## config.mk

```make
export PLATFORM = sky130hd
export DESIGN_NAME = reg_file_sb
export DESIGN_NICKNAME = d
export VERILOG_FILES = /design/src/rtl/rf_pkg.sv /design/src/rtl/reg_scoreboard.sv /design/src/rtl/reg_file_sb.sv
export SDC_FILE = /design/constraint.sdc
export NUM_CORES = 2
export LEC_CHECK = 0
export BUFFER_PORTS_ARGS = -buffer_cell sky130_fd_sc_hd__buf_2
export CELL_PAD_IN_SITES_DETAIL_PLACEMENT = 0
export CELL_PAD_IN_SITES_GLOBAL_PLACEMENT = 1
export CORE_ASPECT_RATIO = 1.1
export CORE_MARGIN = 4
export CORE_UTILIZATION = 45
export CTS_CLUSTER_DIAMETER = 200
export CTS_CLUSTER_SIZE = 40
export DETAILED_ROUTE_END_ITERATION = 12
export MAX_ROUTING_LAYER = met4
export PLACE_DENSITY_LB_ADDON = 0.3
export SLEW_MARGIN = 30
export SYNTH_ARGS = -nofsm -noshare
export SYNTH_HDL_FRONTEND = slang
export SYNTH_SLANG_ARGS = --single-unit
export TNS_END_PERCENT = 20
```

## constraint.sdc

```tcl
create_clock -name clk -period 35.5 [get_ports clk]
set_clock_uncertainty 0.2 [all_clocks]
set_input_delay 3.55 -clock clk [delete_from_list [all_inputs] [get_ports clk]]
set_output_delay 3.55 -clock clk [all_outputs]
set_load 0.02 [all_outputs]
```

## src/rtl/rf_pkg.sv

```systemverilog
// Shared constants, address-width helper and default read-port bundle types
// for the register file and its scoreboard.
package rf_pkg;

  localparam int DATA_W_DEF   = 32;
  localparam int NUM_REGS_DEF = 32;
  localparam int NUM_RD_DEF   = 2;

  function automatic int rf_addr_w(input int num_regs);
    return (num_regs < 2) ? 1 : $clog2(num_regs);
  endfunction

  typedef logic [NUM_RD_DEF-1:0][rf_addr_w(NUM_REGS_DEF)-1:0] rd_addr_t;
  typedef logic [NUM_RD_DEF-1:0][DATA_W_DEF-1:0]              rd_data_t;

endpackage

```

## src/rtl/reg_scoreboard.sv

```systemverilog
// Pending-write scoreboard: one busy bit per register plus a registered
// population count, updated with flush > writeback > issue priority.
module reg_scoreboard
  import rf_pkg::*;
#(
  parameter  int NUM_REGS = NUM_REGS_DEF,
  parameter  int ZERO_REG = 1,
  localparam int ADDR_W   = rf_addr_w(NUM_REGS)
) (
  input  logic                clk,
  input  logic                rst,
  input  logic                Flush,
  input  logic                RegWrite,
  input  logic [ADDR_W-1:0]   AW,
  input  logic                IssueValid,
  input  logic [ADDR_W-1:0]   IssueDst,
  output logic [NUM_REGS-1:0] busy,
  output logic [ADDR_W:0]     PendingCount
);

  logic [NUM_REGS-1:0] busy_nxt;
  logic [ADDR_W:0]     cnt_nxt;
  logic                iss_ok;

  assign iss_ok = IssueValid && !((ZERO_REG != 0) && (IssueDst == '0));

  // Issue is applied last so a same-cycle issue/writeback pair leaves the
  // newer producer marked.
  always_comb begin
    busy_nxt = Flush ? '0 : busy;
    if (RegWrite) busy_nxt[AW] = 1'b0;
    if (iss_ok)   busy_nxt[IssueDst] = 1'b1;
    if (ZERO_REG != 0) busy_nxt[0] = 1'b0;
  end

  always_comb begin
    cnt_nxt = '0;
    for (int i = 0; i < NUM_REGS; i++)
      cnt_nxt = cnt_nxt + {{ADDR_W{1'b0}}, busy_nxt[i]};
  end

  always_ff @(posedge clk or posedge rst) begin
    if (rst) begin
      busy         <= '0;
      PendingCount <= '0;
    end else begin
      busy         <= busy_nxt;
      PendingCount <= cnt_nxt;
    end
  end

endmodule

```

## src/rtl/reg_file_sb.sv

```systemverilog
// Multi-port register file with optional write-to-read bypass, hardwired
// zero register and a RAW-hazard scoreboard.
module reg_file_sb
  import rf_pkg::*;
#(
  parameter  int DATA_W   = DATA_W_DEF,
  parameter  int NUM_REGS = NUM_REGS_DEF,
  parameter  int NUM_RD   = NUM_RD_DEF,
  parameter  int BYPASS   = 1,
  parameter  int ZERO_REG = 1,
  localparam int ADDR_W   = rf_addr_w(NUM_REGS)
) (
  input  logic                     clk,
  input  logic                     rst,
  input  logic                     RegWrite,
  input  logic [ADDR_W-1:0]        AW,
  input  logic [DATA_W-1:0]        WriteData,
  input  logic [NUM_RD*ADDR_W-1:0] RA,
  output logic [NUM_RD*DATA_W-1:0] DR,
  output logic [NUM_RD-1:0]        RdBusy,
  input  logic                     IssueValid,
  input  logic [ADDR_W-1:0]        IssueDst,
  input  logic                     Flush,
  output logic [ADDR_W:0]          PendingCount
);

  logic [NUM_REGS-1:0][DATA_W-1:0] mem;
  logic [NUM_REGS-1:0]             busy;
  logic [NUM_RD-1:0][ADDR_W-1:0]   ra_v;
  logic [NUM_RD-1:0][DATA_W-1:0]   dr_v;
  logic                            wr_ok;

  assign ra_v  = RA;
  assign DR    = dr_v;
  assign wr_ok = RegWrite && !((ZERO_REG != 0) && (AW == '0));

  always_ff @(posedge clk or posedge rst) begin
    if (rst) begin
      mem <= '0;
    end else if (wr_ok) begin
      mem[AW] <= WriteData;
    end
  end

  reg_scoreboard #(
    .NUM_REGS (NUM_REGS),
    .ZERO_REG (ZERO_REG)
  ) u_sb (
    .clk          (clk),
    .rst          (rst),
    .Flush        (Flush),
    .RegWrite     (RegWrite),
    .AW           (AW),
    .IssueValid   (IssueValid),
    .IssueDst     (IssueDst),
    .busy         (busy),
    .PendingCount (PendingCount)
  );

  // Each read port resolves zero-register, bypass and array read on its own.
  for (genvar k = 0; k < NUM_RD; k++) begin : g_rd
    logic is_zero;
    logic hit;

    assign is_zero = (ZERO_REG != 0) && (ra_v[k] == '0);
    assign hit     = (BYPASS != 0) && RegWrite && (AW == ra_v[k]) && !is_zero;

    always_comb begin
      dr_v[k]   = mem[ra_v[k]];
      RdBusy[k] = busy[ra_v[k]];
      if (is_zero) begin
        dr_v[k]   = '0;
        RdBusy[k] = 1'b0;
      end else if (hit) begin
        dr_v[k]   = WriteData;
        RdBusy[k] = 1'b0;
      end
    end
  end

endmodule

```

==> summary.md <==
| Metric | Value |
|---|---|
| Max-slew headroom | 0.295 |
| Dpl hpwl | 107000 um |
| Min-Delay Path Class | reg2reg |
| Die footprint | 0.137 mm^2 |
| First-pass GRT wire length | 273000 um |
| Fillers | 11648 |
| Starting Density | 0.453 |
| Post-route ant nets | 0 |
| Avg Inst Size Synth | 13.5 um^2 |
| Final number of setup-violating endpoints | 0 |
| NumNets Final | 4215 |
| Critical path type | in2out |
| Total number of vias | 38117 |
| Library cell with the largest summed area after synthesis | dfrtp_1 |
| Post-synth ARST share | 1.00 |
| Post-synthesis compound-gate area fraction | 0.0834 |
| Pleak | 26.9 nW |
| CTS H-tree depth | 1 |
| Drt drc | 0 |
| Number of synthesized flops with an enable pin | 0 |
| Switching pwr | 0.851 mW |
| Vias per inst | 6.54 |
| Commonest non-fill, non-tap cell in the layout | mux2_2 |
| CTS Sinks | 1061 |
| Initial DRC Count | 3511 |
| GRT Total Usage | 0.272 |
| Clk slew on worst S/H paths | 0.16 ns |
| PD cells | 46.2 mW/mm^2 |
| Fin. max-slew vios | 0 |
| CTS tree | yes |
| XOR/XNOR share of the synthesized area | 0.00193 |
| Synthesized Nets | 4451 |
| Worst skew pair latency | 0.73 ns |
| Yosys cell types | 62 |
| Final Cycle Share | 0.318 |
| Clk buf depth | 3 |
| CTS root buffer | clkbuf_16 |
| Sw Share | 0.301 |
| Post-CTS Resized | 0 |
| RD Place Congestion | 0.836 |
| Most numerous cell on the critical path | buf_4 |
| Adder-Cell Fraction of Synth Area | 0.00970 |
| PortBufs | 128 |
| Critical-path cell list | buf_4 > buf_4 > or2_4 > buf_4 > or4_4 > o21ai_0 > a21oi_1 > buf_2 |
| Cts hold-fix bufs | 0 |
| Top post-synthesis cells by area | dfrtp_1 45%, mux2_2 21%, mux4_2 10%, mux2i_1 7.1%, a22oi_1 1.6% |
| Post-Layout Cell Count | 5824 |
| Clk pwr share | 0.191 |
| Commonest non-fill, non-tap cells in the layout | 1108 x mux2_2, 1061 x dfrtp_1, 419 x mux2i_1, 273 x mux4_2, 128 x a22oi_1 |
| Combinational share of power | 0.248 |
| Synth Area in Simple Gates | 0.0197 |
| RSZ-0062 raised after global routing | no |
| Crit path required time | 31.75 ns |
| Maxcap violations | 0 |
| Mapped Cells | 4362 |
| Seq pwr share | 0.561 |
| Initial antenna violation count | 8 |
| Layout cells sized above 1 | 0.419 |
| Seq/Total Area, Yosys | 0.449 |
| Power Internal | 1.98 mW |
| Critical-path top delay cell | or4_4 |
| Yosys Warn Count | 0 |
| Crit path time final | 11.30 ns |
| Post-synth top area share | 0.449 |
| Fmax | 88.5 MHz |
| Post-CTS setup buffers | 0 |
| Ports | 129 |
| Pin count of the biggest net entering global routing | 161 |
| Routed WL | 184000 um |
| Seq cells post-synth | 1061 |
| Worst Path Arrival | 7.55 ns |
| Post-Syn Area | 0.0591 mm^2 |
| Drt pass-1 iters | 5 |
| Area grow syn2layout | 3.76% |
| FP Rows | 139 |
| Status | completed |
| Buf/Inv on CP | 4 |
| TritonCTS Buffers | 30 |
| Crit path launch type | input pin |
| Crit Path Max Fanout | 40 |
| Placed Cells incl. Taps | 5781 |
| Mux contribution to synthesized area | 0.389 |
| Die Y | 388 um |
| Critical Path Max Stage Delay | 0.76 ns |
| Fin. Hold Viols | 0 |
| Total gr overflow | 0 |
| Crit-path leading delay family | buffers and inverters |
| Vias in the first global route | 39084 |
| Setup TNS | 0 ns |
| WL per Instance | 31.6 um |
| Maximum vdd drop | 47.9 uV |
| Die W | 353 um |
| Combinational family with the most area after synthesis | multiplexers |
| Core box area | 0.130 mm^2 |
| Worst slew pin tran | 1.06 ns |
| Crit. End Element | output port |
| Primary FF master, synth | dfrtp_1 |
## synth_stat cells (3+ instances only)
master,instances
mux2_2,1108
dfrtp_1,1061
mux2i_1,419
mux4_2,273
clkbuf_1,234
a22oi_1,128
buf_2,128
nor2_1,83
buf_4,81
o21ai_0,71
a21oi_1,68
a211oi_1,63
inv_1,63
a21boi_0,61
nand2_1,54
nor2b_1,38
o21a_1,38
o2111ai_1,33
a221oi_1,32
o22ai_1,32
o221ai_1,31
buf_1,24
fa_1,23
nand3_1,17
o221a_1,17
o41ai_2,17
buf_6,16
o221a_2,14
o41ai_1,14
mux2_1,13
o32ai_1,11
nand3b_1,10
ha_1,9
nor2_2,8
xor2_1,8
a31o_2,5
buf_8,5
nor3b_1,5
o32a_1,5
xnor2_1,5
a21boi_1,3
buf_12,3
nand2b_1,3
or3b_2,3
## power groups by stage
stage | clock network (mW) | registers (mW) | logic, mW
4_1_cts | 0.556 | 1.58 | 0.705
3_3_place_gp | 0 | 1.60 | 0.691
6_report | 0.541 | 1.59 | 0.702
5_1_grt | 0.589 | 1.62 | 0.761
2_1_floorplan | 0 | 1.57 | 0.564
3_5_place_dp | 0 | 1.61 | 0.703
## per-stage QoR
stage / instance area (um^2) / setup slack, ns / hold slack [ns] / utilization / total power, mW
after floorplan: 59100 / 1.88 / 0.241 / - / 2.13
after global placement: 60300 / 24.21 / 0.177 / 0.462 / 2.29
after detailed placement: 60300 / 24.19 / 0.183 / 0.463 / 2.31
after CTS: 61100 / 24.19 / 0.216 / 0.469 / 2.85
after global routing: 61300 / 24.12 / 0.226 / 0.470 / 2.97
final: 61300 / 24.20 / 0.212 / 0.470 / 2.83
## area by class of cell
type,count,area [um^2],area share
Clock buffer,31,776,0.0127
Antenna cell,6,15.0,0.000245
Tap cell,1692,2120,0.0345
Multi-Input combinational cell,2746,30000,0.489
Sequential cell,1061,26600,0.433
Clock inverter,1,20.0,0.000327
Timing Repair Buffer,223,1570,0.0256
Inverter,64,248,0.00404
## registers in the layout (all words and copies together) (netlist names)
signal,flops
u_sb.busy,31
mem,1024
u_sb.PendingCount,6
## path summary, 6_finish.rpt
path	startpoint	endpoint	slack, ns	depth (start not counted)
worst max-delay path	RA[2]	DR[12]	24.20	8
worst min-delay path	mem[9]	mem[9]	0.21	0
worst max register to register	u_sb.busy[2]	u_sb.PendingCount[4]	30.09	17
worst min register to register	mem[9]	mem[9]	0.21	0
max in group asynchronous	rst	mem[55]	28.97	7
min in group asynchronous	rst	mem[867]	2.69	2
## routing by layer
layer	track usage	wire [um]	part of all wire
met5	-	0	0
met4	0.0760	5850	0.032
met3	0.0277	9890	0.054
met2	0.438	88700	0.48
met1	0.371	79500	0.43
## cells by family after synthesis
| kind of cell | after synthesis |
|---|---|
| flops | 1061 |
| mux | 1813 |
| xor+xnor | 13 |
| simple gates | 238 |
| compound gates | 650 |
| fa+ha+maj | 32 |
| buf+inv | 555 |
## worst reg2reg max path, delay by kind of cell (launching register included)
family	cells	cell delay [ns]
XOR/XNOR	1	0.13
AO/OA/AOI/OAI	3	0.42
adder cells (fa/ha/maj)	9	3.87
buffers and inverters	4	0.25
flip-flops	1	0.43
Power figures use the tool's default switching activity.
